$ cat src/rtl/out_port.sv
// Output port for the 8-bit bus CPU: captures OUT bytes into a small FWFT FIFO,
// delivers them over valid/ready and keeps a display copy of the last delivered byte.
module out_port #(
  parameter int DEPTH = 4,
  parameter int WIDTH = 8
) (
  input  logic                       clk,
  input  logic                       rst,
  input  logic                       load,
  input  logic [WIDTH-1:0]           bus,
  output logic                       full,
  output logic [WIDTH-1:0]           out_data,
  output logic                       out_valid,
  input  logic                       out_ready,
  output logic [$clog2(DEPTH):0]     count,
  output logic [WIDTH-1:0]           last_out,
  output logic                       overflow
);

  localparam int AW = $clog2(DEPTH);
  localparam int CW = AW + 1;
  localparam logic [CW-1:0] FULL_CNT = CW'(DEPTH);

  logic [WIDTH-1:0] mem_r [DEPTH];
  logic [AW-1:0]    rd_ptr_r;
  logic [AW-1:0]    wr_ptr_r;
  logic [CW-1:0]    count_r;
  logic [WIDTH-1:0] last_out_r;
  logic             overflow_r;

  logic             empty_s;
  logic             full_s;
  logic             pop_s;
  logic             push_s;
  logic             drop_s;
  logic [CW-1:0]    count_nxt_s;

  // A push is allowed at full only when the head leaves on the same edge.
  always_comb begin
    empty_s = (count_r == {CW{1'b0}});
    full_s  = (count_r == FULL_CNT);
    pop_s   = !empty_s && out_ready;
    push_s  = load && (!full_s || pop_s);
    drop_s  = load && full_s && !pop_s;
  end

  // Occupancy next-state: push and pop together leave it unchanged.
  always_comb begin
    count_nxt_s = count_r;
    case ({push_s, pop_s})
      2'b10:   count_nxt_s = count_r + CW'(1);
      2'b01:   count_nxt_s = count_r - CW'(1);
      default: count_nxt_s = count_r;
    endcase
  end

  // Pointer, occupancy, display and sticky-overflow registers.
  always_ff @(posedge clk) begin
    if (!rst) begin
      rd_ptr_r   <= {AW{1'b0}};
      wr_ptr_r   <= {AW{1'b0}};
      count_r    <= {CW{1'b0}};
      last_out_r <= {WIDTH{1'b0}};
      overflow_r <= 1'b0;
    end else begin
      count_r <= count_nxt_s;
      if (pop_s) begin
        rd_ptr_r   <= rd_ptr_r + AW'(1);
        last_out_r <= mem_r[rd_ptr_r];
      end
      if (push_s) begin
        wr_ptr_r <= wr_ptr_r + AW'(1);
      end
      if (drop_s) begin
        overflow_r <= 1'b1;
      end
    end
  end

  // Storage array; contents are unreachable after reset since count is cleared.
  always_ff @(posedge clk) begin
    if (rst && push_s) begin
      mem_r[wr_ptr_r] <= bus;
    end
  end

  assign full      = full_s;
  assign out_valid = !empty_s;
  assign out_data  = empty_s ? {WIDTH{1'b0}} : mem_r[rd_ptr_r];
  assign count     = count_r;
  assign last_out  = last_out_r;
  assign overflow  = overflow_r;

endmodule

$ cat config.mk
export PLATFORM = sky130hd
export DESIGN_NAME = out_port
export DESIGN_NICKNAME = d
export VERILOG_FILES = /design/src/rtl/out_port.sv
export SDC_FILE = /design/constraint.sdc
export NUM_CORES = 1
export LEC_CHECK = 0
export CORE_ASPECT_RATIO = 1.1
export CORE_MARGIN = 2
export CORE_UTILIZATION = 23
export DETAILED_ROUTE_END_ITERATION = 12
export SETUP_SLACK_MARGIN = 0.15
export SLEW_MARGIN = 40
export SYNTH_ARGS = -nofsm -noshare
export SYNTH_HDL_FRONTEND = slang
export SYNTH_SLANG_ARGS = --single-unit
export TNS_END_PERCENT = 30
$ cat constraint.sdc
create_clock -name clk -period 4.6 [get_ports clk]
set_input_delay 0.92 -clock clk [delete_from_list [all_inputs] [get_ports clk]]
set_output_delay 0.92 -clock clk [all_outputs]
set_load 0.02 [all_outputs]
Word-level counts from Yosys, hierarchy flattened
Memories as Yosys holds them, arrays and structs flattened. A register that Yosys moved wholly into a read port is not among the register bits.
Index checks and enable logic that the tools add are counted.
- RAM bits: 32
- output and inout port bits: 22
- input port bits: 12
- word-level logic and storage cells: 30
- memories kept: 1
- bits in registers: 16
- reductions and logical operators: 11
- add/subtract/negate cells: 4
- equal/unequal tests: 3
- mux-type cells: 6
- memories (name ; words ; width ; rd ports ; clocked after memory_dff ; wr ports ; RTL line ; source):
    mem_r ; 4 ; 8 ; 1 ; 1 ; 1 ; 24 ; logic [WIDTH-1:0] mem_r [DEPTH];
- operators by type and width (cell ; count):
    $mux W8 ; 1
    $pmux W3 S2 ; 1
    $logic_and A1 B1 Y1 ; 5
    $add A2 B1 Y2 const B ; 2
    $mux W2 ; 2
    $add A3 B1 Y3 const B ; 1
    $eq A3 B3 Y1 const B ; 1
    $logic_not A1 Y1 ; 3
    $logic_not A3 Y1 ; 1
    $sub A3 B1 Y3 const B ; 1
    $eq A2 B1 Y1 const B ; 1
    $eq A2 B2 Y1 const B ; 1
    $mux W1 ; 2
    $reduce_bool A2 Y1 ; 1
    $logic_or A1 B1 Y1 ; 1

Depth between registers and ports, before layout
- depth in word-level cells: 8
- mapped depth: 10
- gate-level depth less buffers: 9

Worst setup path before layout
Ideal clock, no wire load.
- kind: input to register
- start: in out_ready
- end: reg count_r[2], in the netlist count[2]
- stages: 10
- path slack: 1996 ps
- arrival time: 2534 ps
- required time: 4530 ps
- setup time: 70 ps
- buffers on the path: 1
- path through: nor4b_2 -> nor2b_1 -> buf_6 -> inv_2 -> ha_1 -> inv_1 -> fa_1 -> xor2_1 -> or3_1 -> a21oi_1
- word-level cells in the longest chain between the ends: 5
- elaborated cells between the ends (all ways): 7
- those cells by class: eq/ne (2); mux (1); reduce/logical (4)
- ends and longest elaborated chain (what ; RTL line ; source):
    from (decl) ; 14 ; input logic out_ready,
    $logic_and A1 B1 Y1 (*) ; 42 ; pop_s = !empty_s && out_ready;
    $logic_or A1 B1 Y1 ; 43 ; push_s = load && (!full_s || pop_s);
    $logic_and A1 B1 Y1 ; 43 ;
    $eq A2 B1 Y1 or $eq A2 B2 Y1 (tied branches) ; 50 ; case ({push_s, pop_s})
    $pmux W3 S2 or $reduce_bool A2 Y1 (tied branches) ; n/a ;
    to (signal assigned) ; 62 ; count_r <= {CW{1'b0}};
    to (signal assigned) ; 66 ; count_r <= count_nxt_s;
    to (decl) ; 27 ; logic [CW-1:0] count_r;
Mark *: on every way between the ends. The rest lies on a longest branch, timed or not.
A chain may end at the register's enable or synchronous reset.

==> impl_metrics.tcl <==
set metrics [dict create \
    grt_pass1_vias 1146 \
    drt_pass1_iterations 4 \
    htreeDepth 2 \
    first_iter_violations 72 \
    routed_wl_um 3863 \
    synth_area_leaders "edfxtp_1 (47%), dfxtp_1 (18%), mux4_2 (8.9%)" \
    p_per_area_mw_per_mm2 534.1 \
    post-dp-hpwl_um 2684 \
    portBuffers 33 \
    synth_cells 136 \
    cts_buffer_depth 2 \
    synth_top_area_share_pct 47.20 \
    drc_errors 0 \
    grt_antenna_before_repair 0 \
    criticalPathCategory "reg -> out" \
    synth_top_area_cell "edfxtp_1" \
    fin_nets 187 \
    drt-vias-per-instance 4.039 \
    ant_nets 0 \
    track_usage_pct 8.637 \
    grt_pass1_wl_um 6058 \
    end_kind "primary output" \
    finalSetupViolCount 0 \
    synthFlopType "edfxtp_1" \
    gp_congestion 0.7316 \
    post-route-min-period_ps 3257 \
    overflow 0 \
    clk_latency_ps 300 \
    worst_slack_ps 1343 \
    setup_tns_ps 0 \
    post-route-period-util_pct 70.81 \
    rows 36 \
    fillers 907 \
    die_h_um 102.7 \
    p_leak_uw 0.0008578 \
    fin_skew_ps 10.33 \
    synth_seq_cells 50 \
    rsz0062_at_grt "false" \
    vias 1147 \
    slowest_stage "dfxtp_1" \
    maxSlewHeadroom_pct 55.65 \
    tightest_slew_ps 661.6 \
    synth_seq_area_share_pct 64.90 \
    yosys_warnings 0 \
    dp_slack_ps 1312 \
    maxCapViolations 0 \
    synth_edf_count 32 \
    path_cells "mux4_2 -> nor2b_1 -> clkdlybuf4s50_1" \
    cts_buffers 5 \
    ctsHoldBuffers 0 \
    initial_core_util_pct 23.30 \
    slowest_delay_ps 700 \
    drive_gt1_share_pct 11.76 \
    status "completed" \
    syn_nets 154 \
    worstPathRequired_ps 3680 \
    ctsResizeCount 0 \
    synthDistinctLibCells 28 \
    ir_drop_mv 0.1363 \
    maxSlewViolCount 0 \
    async_flop_share_pct 0 \
    fmax_mhz 307.0 \
    cts_tree "done" \
    worstHoldPathType "reg -> reg" \
    total_power_uw 1366 \
    hold_violations 0 \
    yosys-top-cells-count "edfxtp_1 (32), dfxtp_1 (18), nand2_1 (12), nor2b_1 (9)" \
    core_mm2 0.008738 \
    crit_path_start_kind "flip-flop" \
    post_cts_buffers 0 \
    numClockSinks 50 \
    die_area_mm2 0.009620 \
    synth_area_mm2 0.002036 \
    die_w_um 93.70 \
    areaGrowthSynthToFinish_pct 25.63 \
    synth.most_common_cell "edfxtp_1" \
    wl_per_cell_um 13.60 \
    num_antenna_cells 0 \
    io_pins 34 \
    root_buffer "clkbuf_8" \
    synth_area_per_cell_um2 14.97 \
    critPathMaxFanout 8 \
    clkSlewWorstSetupHoldPaths_ps 90 \
    grt_max_degree 19 \
    arrival_ps 2340 \
]
## critical path, delay by kind of cell, from the launching register on
family                 cells  cell delay (ps)
flip-flops                 1              700
AND/OR/NAND/NOR            1              170
buffers and inverters      1              580
multiplexers               1              590
## flip-flops by register name, summed over array words and instances (netlist names), named ones only
signal,count
count,3
rd_ptr_r,2
overflow,1
last_out,8
mem_r,32
wr_ptr_r,2
## path summary, 6_finish.rpt
path / from / to / slack [ps] / cells after the start
max: flip-flop / out_data[1] / 1340 / 3
min reg2reg: last_out[2] / last_out[2] / 470 / 2
max reg2reg: count[0] / count[2] / 2270 / 7
min: last_out[2] / last_out[2] / 470 / 2
## cells by family after synthesis
logic type | Yosys count | synth area share [%]
multiplexers | 10 | 9.834
adder cells (fa/ha/maj) | 6 | 4.057
XOR/XNOR | 4 | 2.090
AO/OA/AOI/OAI | 14 | 5.286
AND/OR/NAND/NOR | 37 | 9.650
flip-flops | 50 | 64.90
buffers and inverters | 15 | 4.179
## metrics by stage
step / area [µm²] / instances / hold slack (ps) / util (%)
floorplan: 2036 / 136 / 467.7 / -
global placement: 2454 / 276 / 457.1 / 28.08
detailed placement: 2454 / 276 / 460.3 / 28.08
CTS: 2557 / 284 / 474.3 / 29.27
global route: 2557 / 284 / 489.5 / 29.27
finish: 2557 / 284 / 467.1 / 29.27
## cells in the final DEF (no fill, tap or decap), types with 7 or more instances in the layout
master	Yosys	routed
clkdlybuf4s50_1	0	33
edfxtp_1	32	32
dfxtp_1	18	18
nand2_1	12	12
nor2b_1	9	9
mux4_2	8	8
o2bb2ai_1	8	8
inv_1	7	7
nor2_1	7	7
## area by class of cell
class / count / area, µm² / area share [%]
multi-input cells: 71 / 629.4 / 24.61
clock buffers: 6 / 93.84 / 3.669
repair buffers: 33 / 330.3 / 12.92
inverters: 8 / 30.03 / 1.174
well taps: 114 / 142.6 / 5.577
clock inverters: 2 / 10.01 / 0.3914
flip-flops and latches: 50 / 1321 / 51.66
## report_power, final
| group | switching (µW) | internal [µW] | total [µW] |
|---|---|---|---|
| Combinational | 251 | 242 | 493 |
| Sequential | 61.2 | 529 | 591 |
| Clock | 144 | 138 | 283 |
| Total | 456 | 910 | 1370 |
## metal layers
metal / wire length (µm) / GRT usage (%) / vias to the layer above / part of all wire [%]
li1: - / - / 555 / -
met5: 0 / 0 / - / 0
met2: 1842 / 13.79 / 29 / 48
met4: 65 / 3.679 / 0 / 1.7
met3: 214 / 2.558 / 7 / 5.5
met1: 1740 / 10.98 / 556 / 45
No activity file was read; power rests on OpenSTA's default activity.
